**config.mk**
```make
export PLATFORM = sky130hd
export DESIGN_NAME = alu_issue_arbiter_flat
export DESIGN_NICKNAME = d
export VERILOG_FILES = /design/src/rtl/alu_issue_arbiter_pkg.sv /design/src/rtl/alu_issue_arbiter_if.sv /design/src/rtl/alu_issue_arbiter_cond_eval.sv /design/src/rtl/alu_issue_arbiter.sv /design/src/flat_wrapper.sv
export SDC_FILE = /design/constraint.sdc
export NUM_CORES = 1
export LEC_CHECK = 0
export BUFFER_PORTS_ARGS = -buffer_cell sky130_fd_sc_hd__buf_2
export CORE_MARGIN = 2
export CORE_UTILIZATION = 30
export CTS_CLUSTER_SIZE = 25
export DETAILED_ROUTE_END_ITERATION = 8
export PLACE_DENSITY = 0.67
export SLEW_MARGIN = 15
export SYNTH_ARGS = -nofsm -noshare
export SYNTH_HDL_FRONTEND = slang
export SYNTH_SLANG_ARGS = --single-unit
```
**constraint.sdc**
```tcl
create_clock -name clk -period 3.8 [get_ports clk]
set_input_delay 0.57 -clock clk [delete_from_list [all_inputs] [get_ports clk]]
set_output_delay 0.57 -clock clk [all_outputs]
set_load 0.02 [all_outputs]
```
**src/rtl/alu_issue_arbiter_pkg.sv**
```systemverilog
// -----------------------------------------------------------------------------
// alu_ctrl_pkg
// Shared definitions for the ALU issue arbiter: opcode and condition codes,
// NZCV bit positions, the layout of a packed requester command word and the
// arbiter FSM state encoding.
// Command word layout (33 bits, MSB first):
//   {Opcode[4], Cond[4], SR_Cont[3], SR_Bit[5], S, Immediate[16]}
// -----------------------------------------------------------------------------
package alu_ctrl_pkg;

  // Compare: updates flags, never writes a result back.
  localparam logic [3:0] OP_CMP = 4'b1011;

  // ARM condition codes.
  localparam logic [3:0] COND_EQ = 4'b0000;
  localparam logic [3:0] COND_NE = 4'b0001;
  localparam logic [3:0] COND_CS = 4'b0010;
  localparam logic [3:0] COND_CC = 4'b0011;
  localparam logic [3:0] COND_MI = 4'b0100;
  localparam logic [3:0] COND_PL = 4'b0101;
  localparam logic [3:0] COND_VS = 4'b0110;
  localparam logic [3:0] COND_VC = 4'b0111;
  localparam logic [3:0] COND_HI = 4'b1000;
  localparam logic [3:0] COND_LS = 4'b1001;
  localparam logic [3:0] COND_GE = 4'b1010;
  localparam logic [3:0] COND_LT = 4'b1011;
  localparam logic [3:0] COND_GT = 4'b1100;
  localparam logic [3:0] COND_LE = 4'b1101;
  localparam logic [3:0] COND_AL = 4'b1110;
  localparam logic [3:0] COND_NV = 4'b1111;

  // Bit positions inside the {N,Z,C,V} nibble.
  localparam int FLAG_N = 3;
  localparam int FLAG_Z = 2;
  localparam int FLAG_C = 1;
  localparam int FLAG_V = 0;

  // Command word field offsets and widths.
  localparam int CMD_W       = 33;
  localparam int IMM_LSB     = 0;
  localparam int IMM_W       = 16;
  localparam int S_BIT       = 16;
  localparam int SR_BIT_LSB  = 17;
  localparam int SR_BIT_W    = 5;
  localparam int SR_CONT_LSB = 22;
  localparam int SR_CONT_W   = 3;
  localparam int COND_LSB    = 25;
  localparam int COND_W      = 4;
  localparam int OPC_LSB     = 29;
  localparam int OPC_W       = 4;

  typedef enum logic [1:0] {
    ST_IDLE = 2'b00,
    ST_EXEC = 2'b01,
    ST_RESP = 2'b10
  } state_t;

  function automatic logic is_cmp(input logic [3:0] opcode);
    return (opcode == OP_CMP);
  endfunction

endpackage

```
**src/rtl/alu_issue_arbiter_if.sv**
```systemverilog
// -----------------------------------------------------------------------------
// alu_issue_arbiter_if
// Requester and result handshake bundle of the ALU issue arbiter.
//   req_valid/req_ready  per-requester command handshake (ready is one-hot)
//   req_cmd/req_in1/in2  flattened per-requester command word and operands
//   res_*                single registered result channel (valid/ready)
// Modports: master = requesters + result consumer, slave = arbiter.
// -----------------------------------------------------------------------------
interface alu_issue_arbiter_if
  import alu_ctrl_pkg::*;
#(
  parameter int NUM_REQ = 2,
  parameter int ID_W    = 1
);

  logic [NUM_REQ-1:0]       req_valid;
  logic [NUM_REQ-1:0]       req_ready;
  logic [NUM_REQ*CMD_W-1:0] req_cmd;
  logic [NUM_REQ*32-1:0]    req_in1;
  logic [NUM_REQ*32-1:0]    req_in2;

  logic                     res_valid;
  logic                     res_ready;
  logic [31:0]              res_data;
  logic [ID_W-1:0]          res_id;
  logic                     res_wb;
  logic                     res_skipped;

  modport master (
    output req_valid, req_cmd, req_in1, req_in2, res_ready,
    input  req_ready, res_valid, res_data, res_id, res_wb, res_skipped
  );

  modport slave (
    input  req_valid, req_cmd, req_in1, req_in2, res_ready,
    output req_ready, res_valid, res_data, res_id, res_wb, res_skipped
  );

endinterface

```
**src/rtl/alu_issue_arbiter_cond_eval.sv**
```systemverilog
// -----------------------------------------------------------------------------
// alu_cond_eval
// Combinational ARM condition check: Cond x {N,Z,C,V} -> pass.
// Ports: cond_i (4b condition code), nzcv_i (flags), pass_o (1 = execute).
// Only built with ALU_COND_EXEC_EN; without it commands run unconditionally
// and this module does not exist.
// -----------------------------------------------------------------------------
`ifdef ALU_COND_EXEC_EN
module alu_cond_eval
  import alu_ctrl_pkg::*;
(
  input  logic [3:0] cond_i,
  input  logic [3:0] nzcv_i,
  output logic       pass_o
);

  logic n_s;
  logic z_s;
  logic c_s;
  logic v_s;

  assign n_s = nzcv_i[FLAG_N];
  assign z_s = nzcv_i[FLAG_Z];
  assign c_s = nzcv_i[FLAG_C];
  assign v_s = nzcv_i[FLAG_V];

  // Decode the condition code against the current flags.
  always_comb begin
    pass_o = 1'b0;
    case (cond_i)
      COND_EQ: pass_o = z_s;
      COND_NE: pass_o = !z_s;
      COND_CS: pass_o = c_s;
      COND_CC: pass_o = !c_s;
      COND_MI: pass_o = n_s;
      COND_PL: pass_o = !n_s;
      COND_VS: pass_o = v_s;
      COND_VC: pass_o = !v_s;
      COND_HI: pass_o = c_s && !z_s;
      COND_LS: pass_o = !c_s || z_s;
      COND_GE: pass_o = (n_s == v_s);
      COND_LT: pass_o = (n_s != v_s);
      COND_GT: pass_o = !z_s && (n_s == v_s);
      COND_LE: pass_o = z_s || (n_s != v_s);
      COND_AL: pass_o = 1'b1;
      COND_NV: pass_o = 1'b0;
      default: pass_o = 1'b0;
    endcase
  end

endmodule
`endif

```
**src/rtl/alu_issue_arbiter.sv**
```systemverilog
// -----------------------------------------------------------------------------
// alu_issue_arbiter
// Shares one combinational ALU between NUM_REQ requesters with round-robin
// arbitration, owns the architectural NZCV register and returns one
// registered result per accepted command.
// Ports:
//   clk, rst          clock, synchronous active-high reset
//   bus (slave)       requester handshakes + result channel
//   alu_*  (out)      registered ALU operand/control drive
//   alu_out/alu_flags ALU result and {N,Z,C,V}
//   flags_q           architectural NZCV register
// Configuration: ALU_COND_EXEC_EN enables per-command condition evaluation;
// when undefined every command executes and res_skipped is tied 0.
// -----------------------------------------------------------------------------
module alu_issue_arbiter
  import alu_ctrl_pkg::*;
#(
  parameter int NUM_REQ = 2,
  parameter int ID_W    = 1
) (
  input  logic                clk,
  input  logic                rst,
  alu_issue_arbiter_if.slave  bus,
  output logic [31:0]         alu_in1,
  output logic [31:0]         alu_in2,
  output logic [3:0]          alu_opcode,
  output logic [3:0]          alu_cond,
  output logic [4:0]          alu_sr_bit,
  output logic [2:0]          alu_sr_cont,
  output logic                alu_s,
  output logic [15:0]         alu_imm,
  input  logic [31:0]         alu_out,
  input  logic [3:0]          alu_flags,
  output logic [3:0]          flags_q
);

  state_t             state_q;
  logic [ID_W-1:0]    last_grant_q;
  logic [3:0]         nzcv_q;

  // The latched command doubles as the ALU drive registers.
  logic [31:0]        in1_q;
  logic [31:0]        in2_q;
  logic [3:0]         opcode_q;
  logic [3:0]         cond_q;
  logic [4:0]         sr_bit_q;
  logic [2:0]         sr_cont_q;
  logic               s_q;
  logic [15:0]        imm_q;

  logic               res_valid_q;
  logic [31:0]        res_data_q;
  logic [ID_W-1:0]    res_id_q;
  logic               res_wb_q;

  logic               grant_found_s;
  logic [ID_W-1:0]    grant_idx_s;
  logic [ID_W-1:0]    probe_idx_s;
  logic [NUM_REQ-1:0] ready_s;
  logic [CMD_W-1:0]   sel_cmd_s;
  logic               pass_s;

  // Round-robin search: first valid requester after last_grant, wrapping.
  always_comb begin
    grant_found_s = 1'b0;
    grant_idx_s   = '0;
    probe_idx_s   = '0;
    for (int k = 1; k <= NUM_REQ; k++) begin
      probe_idx_s = ID_W'((int'(last_grant_q) + k) % NUM_REQ);
      if (!grant_found_s && bus.req_valid[probe_idx_s]) begin
        grant_found_s = 1'b1;
        grant_idx_s   = probe_idx_s;
      end else begin
        grant_found_s = grant_found_s;
      end
    end
  end

  // One-hot ready, only while idle so nothing is granted during EXEC/RESP.
  always_comb begin
    ready_s = '0;
    if ((state_q == ST_IDLE) && grant_found_s) begin
      ready_s[grant_idx_s] = 1'b1;
    end else begin
      ready_s = '0;
    end
  end

  assign sel_cmd_s = bus.req_cmd[int'(grant_idx_s)*CMD_W +: CMD_W];

`ifdef ALU_COND_EXEC_EN
  logic res_skipped_q;

  alu_cond_eval u_cond_eval (
    .cond_i (cond_q),
    .nzcv_i (nzcv_q),
    .pass_o (pass_s)
  );

  assign bus.res_skipped = res_skipped_q;
`else
  assign pass_s          = 1'b1;
  assign bus.res_skipped = 1'b0;
`endif

  // Arbiter FSM: accept in IDLE, capture ALU result in EXEC, hold in RESP.
  always_ff @(posedge clk) begin
    if (rst) begin
      state_q       <= ST_IDLE;
      last_grant_q  <= ID_W'(NUM_REQ - 1);
      nzcv_q        <= 4'b0000;
      in1_q         <= 32'd0;
      in2_q         <= 32'd0;
      opcode_q      <= 4'd0;
      cond_q        <= 4'd0;
      sr_bit_q      <= 5'd0;
      sr_cont_q     <= 3'd0;
      s_q           <= 1'b0;
      imm_q         <= 16'd0;
      res_valid_q   <= 1'b0;
      res_data_q    <= 32'd0;
      res_id_q      <= '0;
      res_wb_q      <= 1'b0;
`ifdef ALU_COND_EXEC_EN
      res_skipped_q <= 1'b0;
`endif
    end else begin
      case (state_q)
        ST_IDLE: begin
          if (grant_found_s) begin
            opcode_q     <= sel_cmd_s[OPC_LSB +: OPC_W];
            cond_q       <= sel_cmd_s[COND_LSB +: COND_W];
            sr_cont_q    <= sel_cmd_s[SR_CONT_LSB +: SR_CONT_W];
            sr_bit_q     <= sel_cmd_s[SR_BIT_LSB +: SR_BIT_W];
            s_q          <= sel_cmd_s[S_BIT];
            imm_q        <= sel_cmd_s[IMM_LSB +: IMM_W];
            in1_q        <= bus.req_in1[int'(grant_idx_s)*32 +: 32];
            in2_q        <= bus.req_in2[int'(grant_idx_s)*32 +: 32];
            last_grant_q <= grant_idx_s;
            state_q      <= ST_EXEC;
          end
        end
        ST_EXEC: begin
          // last_grant_q still names the requester of the in-flight command.
          res_id_q    <= last_grant_q;
          res_valid_q <= 1'b1;
          if (pass_s) begin
            res_data_q <= alu_out;
            res_wb_q   <= !is_cmp(opcode_q);
            if (s_q || is_cmp(opcode_q)) begin
              nzcv_q <= alu_flags;
            end
`ifdef ALU_COND_EXEC_EN
            res_skipped_q <= 1'b0;
`endif
          end else begin
            res_data_q <= 32'd0;
            res_wb_q   <= 1'b0;
`ifdef ALU_COND_EXEC_EN
            res_skipped_q <= 1'b1;
`endif
          end
          state_q <= ST_RESP;
        end
        ST_RESP: begin
          if (bus.res_ready) begin
            res_valid_q <= 1'b0;
            state_q     <= ST_IDLE;
          end
        end
        default: begin
          state_q <= ST_IDLE;
        end
      endcase
    end
  end

  assign bus.req_ready = ready_s;
  assign bus.res_valid = res_valid_q;
  assign bus.res_data  = res_data_q;
  assign bus.res_id    = res_id_q;
  assign bus.res_wb    = res_wb_q;

  assign alu_in1     = in1_q;
  assign alu_in2     = in2_q;
  assign alu_opcode  = opcode_q;
  assign alu_cond    = cond_q;
  assign alu_sr_bit  = sr_bit_q;
  assign alu_sr_cont = sr_cont_q;
  assign alu_s       = s_q;
  assign alu_imm     = imm_q;
  assign flags_q     = nzcv_q;

endmodule

```
**src/flat_wrapper.sv**
```systemverilog
// flat-port wrapper written by rule: the top's interface ports become plain ports
module alu_issue_arbiter_flat import alu_ctrl_pkg::*;
#(
  parameter int NUM_REQ = 2,
  parameter int ID_W    = 1
)
  (clk, rst, alu_in1, alu_in2, alu_opcode, alu_cond, alu_sr_bit, alu_sr_cont, alu_s, alu_imm, alu_out, alu_flags, flags_q, bus_req_valid, bus_req_cmd, bus_req_in1, bus_req_in2, bus_res_ready, bus_req_ready, bus_res_valid, bus_res_data, bus_res_id, bus_res_wb, bus_res_skipped);
  alu_issue_arbiter_if #(.NUM_REQ(NUM_REQ), .ID_W(ID_W)) bus_i ();
  input  logic clk;
  input  logic rst;
  output logic [31:0] alu_in1;
  output logic [31:0] alu_in2;
  output logic [3:0] alu_opcode;
  output logic [3:0] alu_cond;
  output logic [4:0] alu_sr_bit;
  output logic [2:0] alu_sr_cont;
  output logic alu_s;
  output logic [15:0] alu_imm;
  input  logic [31:0] alu_out;
  input  logic [3:0] alu_flags;
  output logic [3:0] flags_q;
  input wire logic [$bits(bus_i.req_valid)-1:0] bus_req_valid;
  input wire logic [$bits(bus_i.req_cmd)-1:0] bus_req_cmd;
  input wire logic [$bits(bus_i.req_in1)-1:0] bus_req_in1;
  input wire logic [$bits(bus_i.req_in2)-1:0] bus_req_in2;
  input wire logic [$bits(bus_i.res_ready)-1:0] bus_res_ready;
  output wire logic [$bits(bus_i.req_ready)-1:0] bus_req_ready;
  output wire logic [$bits(bus_i.res_valid)-1:0] bus_res_valid;
  output wire logic [$bits(bus_i.res_data)-1:0] bus_res_data;
  output wire logic [$bits(bus_i.res_id)-1:0] bus_res_id;
  output wire logic [$bits(bus_i.res_wb)-1:0] bus_res_wb;
  output wire logic [$bits(bus_i.res_skipped)-1:0] bus_res_skipped;
  assign bus_i.req_valid = bus_req_valid;
  assign bus_i.req_cmd = bus_req_cmd;
  assign bus_i.req_in1 = bus_req_in1;
  assign bus_i.req_in2 = bus_req_in2;
  assign bus_i.res_ready = bus_res_ready;
  assign bus_req_ready = bus_i.req_ready;
  assign bus_res_valid = bus_i.res_valid;
  assign bus_res_data = bus_i.res_data;
  assign bus_res_id = bus_i.res_id;
  assign bus_res_wb = bus_i.res_wb;
  assign bus_res_skipped = bus_i.res_skipped;
  alu_issue_arbiter #(.NUM_REQ(NUM_REQ), .ID_W(ID_W)) u_core (.clk(clk), .rst(rst), .bus(bus_i), .alu_in1(alu_in1), .alu_in2(alu_in2), .alu_opcode(alu_opcode), .alu_cond(alu_cond), .alu_sr_bit(alu_sr_bit), .alu_sr_cont(alu_sr_cont), .alu_s(alu_s), .alu_imm(alu_imm), .alu_out(alu_out), .alu_flags(alu_flags), .flags_q(flags_q));
endmodule
```
Word level (Yosys, flattened, before mapping). Cells that the tools add are included.

Word-level logic and storage cells: 58. Output and inout port bits: 139. Register bits after elaboration: 139.

Mux-type cells: 16. Shift operators: 3. Add/subtract/negate cells: 2. $mul: 1. $lt $le $gt $ge: 4. Eq/ne operators: 5. Reduce and logical (&&, ||, !) cells: 12.

Operators with widths (count): $shiftx A64 B7 Y32 (2); $shiftx A66 B32 Y33 (1); $mux W1 (10); $reduce_and A2 Y1 (4); $mul A1 B6 Y7 const B (1); $lt A1 B2 Y1 const B (3); $mux W2 (3); $pmux W2 S3 (1); $eq A4 B4 Y1 const B (1); $logic_and A1 B1 Y1 (3); $add A1 B1 Y1 const B (2); $eq A2 B1 Y1 const B (1); $eq A2 B2 Y1 const B (1); $logic_not A1 Y1 (2); $logic_not A2 Y1 (1); $ne A2 B1 Y1 const B (1); $ne A2 B2 Y1 const B (1); $pmux W1 S2 (1); $reduce_bool A2 Y1 (1); $demux W1 S1 (1); $ge A1 B1 Y1 const B (1); $logic_or A1 B1 Y1 (1).

Logic depth before layout (Yosys ltp).
Depth in word-level cells: 12. Depth in mapped cells: 6. Gate-level depth less buffers: 3.

Least setup slack after synthesis. OpenSTA, ideal clock, no wires.

Kind: input port to output port. Start point: input port bus_req_valid[0]. End point: output port bus_req_ready[1]. Required time: 3.230 ns. Arrival: 1.349 ns. Slack: 1.881 ns. Stages on the path: 4. Buffers on the path: 2. Cell sequence: nand2_1 -> buf_2 -> buf_2 -> and2_1.

Longest elaborated chain between the ends: 11.

RTL lines: from (decl) (line flat_wrapper.sv:22) `input wire logic [$bits(bus_i.req_valid)-1:0] bus_req_valid;`; $mux W1 (implied by the code) (2 in a row) (line alu_issue_arbiter.sv:70) `if (!grant_found_s && bus.req_valid[probe_idx_s]) begin`; $mux W1 (line alu_issue_arbiter.sv:70); $logic_not A1 Y1 (line alu_issue_arbiter.sv:70); $logic_and A1 B1 Y1 (line alu_issue_arbiter.sv:70); $mux W1 (line alu_issue_arbiter.sv:70); $lt A1 B2 Y1 (implied by the code) / $ge A1 B1 Y1 (equally long branches) (line alu_issue_arbiter.sv:83) `ready_s[grant_idx_s] = 1'b1;`; $logic_and A1 B1 Y1 (implied by the code) (line alu_issue_arbiter.sv:83); $mux W1 (implied by the code) (line alu_issue_arbiter.sv:83); $demux W1 S1; $mux W2 * (line alu_issue_arbiter.sv:82) `if ((state_q == ST_IDLE) && grant_found_s) begin`; to (decl) (line flat_wrapper.sv:27) `output wire logic [$bits(bus_i.req_ready)-1:0] bus_req_ready;`.

Every way passes the cells marked *; elsewhere a longest branch is shown, timed or not. The select of a mux whose other input is x is not followed.

==> results.toml <==
[drt]
wl_um = 22600
dr.pass1.iters = 4
wl_per_cell_um = 16.8
vias = 6956
viasPerCell = 5.17
drt_iter0_markers = 442
final_antenna_net_count = 0
route.detailed.drc = 0

[synthesis]
synth-edff-count = 0
avgSynthCellArea_um2 = 7.93
yosys-top-cells-area = "dfxtp_1 47%, nand3_1 16%, a31oi_1 10%"
ys_warn_count = 0
synthesis.area_um2 = 5960
async_reset_ff_frac = 0
synthFlopType = "dfxtp_1"
synth_top_area_cell = "dfxtp_1"
synthDominantCellAreaShare = 0.467
synthCells = 751
netlist-cell-type-count = 30
synthesis.nets = 986
ys_seq_area_frac = 0.467
synth_seq_cells = 139

[grt]
grtUsageTotal = 0.210
first_global_vias = 6661
grt.overflow.total = 0
antenna_found_initial = 4
grt_pass1_wl_um = 35900
grt_start_max_net_pins = 99

[floorplanning]
die_w_um = 145
start_util = 0.306
die-area_um2 = 21000
io_pins = 374
core_area_um2 = 19500
fp.dieH_um = 145
fp-row-count = 51

[placement]
io_buffers = 372
dpl_cell_area_um2 = 7860
place_hpwl_um = 15000
dp.cells = 1312
routabilityCongestion = 0.827
pre_cts_slack_ns = 1.48

[timing]
period_needed_ns = 2.27
finalMaxSlewViolations = 0
timing.fmax_mhz = 440
holdWs_ns = 0.397
finalWorstSetupSlack_ns = 1.53
tightest_slew_ns = 1.12
slew_headroom = 0.255
finalSetupTns_ns = 0
setup_viol_count_final = 0
post-route-period-util = 0.599
rsz0062_at_grt = "no"
clock_skew_ns = 0.00709
hold_violations = 0

[cts]
cts_hold_buffers = 0
cts_buffers = 17
cts_max_level = 4
root_buffer = "clkbuf_16"
clkSinkCount = 139
post_cts_buffers = 0
cts_tree = "yes"
cts.clk_slew.worst_paths_ns = 0.06
clock_path_buffers = 2
ctsResizeCount = 0
worstSkewPairLatency_ns = 0.41

[final_layout]
multi_input_area_um2 = 2760
instances_no_fill = 1346
final_area_um2 = 8500
nFillCells = 1981
seqCellArea_um2 = 2780
nNetsFinal = 1301
utilization = 0.437
syn2layout_area_growth_pct = 42.7
final_layout_size_suffix_gt1_frac = 0.393

[critical_path]
cp_data_required_time_ns = 3.23
crit_arrival_ns = 1.70
critPathLaunchType = "flop"
path_max_fanout = 52
rr_startpoint = "u_core.state_q[1]$_SDFFE_PP0P_"
crit_path_end_kind = "primary output"
criticalPathCategory = "reg -> out"

[pwr]
power_leakage_nw = 3.75
irDropWorstVdd_v = 0.000279
finalPower_mw = 4.33
pwr_density_cell_nw_per_um2 = 510

[worst_hold_path]
hp-start = "alu_out[14]"
min_path_type = "in -> reg"

[status]
status = "completed"

[job]
max-cap-violations = 0
[cells by family after synthesis]
logic type,count (synthesis),share of synthesized area
AOI/OAI and AO/OA,232,0.217
buffers and inverters,90,0.0765
DFF,139,0.467
muxes,4,0.00672
other,1,0.000630
and+or+nand+nor,285,0.232
[sequential cells by signal, summed over array words and instances, names as in the netlist, named ones only]
signal / flops
u_core.bus.res_id: 1
u_core.alu_cond: 4
u_core.alu_imm: 16
u_core.flags_q: 4
u_core.bus.res_data: 32
u_core.alu_sr_cont: 3
u_core.state_q: 2
u_core.alu_sr_bit: 5
u_core.alu_in2: 32
u_core.bus.res_wb: 1
u_core.alu_opcode: 4
u_core.alu_in1: 32
u_core.bus.res_valid: 1
u_core.alu_s: 1
[area by class of cell]
| type | count | share of cell area |
|---|---|---|
| inverters | 1 | 0.000442 |
| diodes | 2 | 0.000589 |
| clock buffers | 20 | 0.0526 |
| multi-input cells | 522 | 0.324 |
| repair buffers | 385 | 0.234 |
| clock inverters | 12 | 0.0219 |
| flip-flops and latches | 139 | 0.327 |
| well taps | 265 | 0.0390 |
[cell usage after synthesis, types with 2 or more instances]
library cell    n
o21ai_1        19
nand2b_1       10
o21ai_0        79
buf_4           6
dfxtp_1       139
buf_1           2
and2_1          2
nor3b_2         2
clkbuf_1       35
clkbuf_2        7
nand3_1       194
nor2_1          3
a31oi_1        97
buf_6           6
nand2_1        67
mux2i_1         4
a21oi_1        34
buf_2          33
[metal layers]
metal	wire [µm]	GRT usage	vias to the layer above
li1	-	-	3356
met1	9720	0.266	3201
met2	10600	0.340	362
met3	1790	0.0619	35
met4	556	0.0767	2
met5	13	0	-
[path summary, 6_finish.rpt]
path | slack, ns | depth (start not counted) | endpoint
worst max-delay path | 1.53 | 3 | bus_req_ready[1]
worst min-delay path | 0.40 | 3 | u_core.bus.res_data[14]$_SDFFE_PP0P_
worst max register to register | 1.75 | 4 | u_core.alu_in1[22]$_SDFFE_PP0P_
worst min register to register | 0.45 | 2 | u_core.bus.res_data[20]$_SDFFE_PP0P_
[cells in the final DEF (no fill, tap or decap), types with 3 or more instances in the layout]
cell type   instances
a21oi_1            34
a31oi_1            97
buf_2             371
buf_4              12
bufinv_16           4
clkbuf_16          17
clkinvlp_4          3
dfxtp_1           139
inv_6               3
mux2i_1             4
nand2_1            66
nand2b_1            8
nand3_1           194
nor2_1              3
o21ai_0            79
o21ai_1            19
[where the power goes]
part	total, mW	switching [mW]	internal [mW]
sequential	1.65	0.0657	1.59
combinational	0.887	0.575	0.311
clock	1.79	0.667	1.13
[worst max-delay path, cell delays in order, from the launching register on]
cell	delay, ns
dfxtp_1	0.42
nand2_4	0.39
and2_1	0.32
buf_2	0.17
Note: power is estimated with default switching activity, not from simulation.
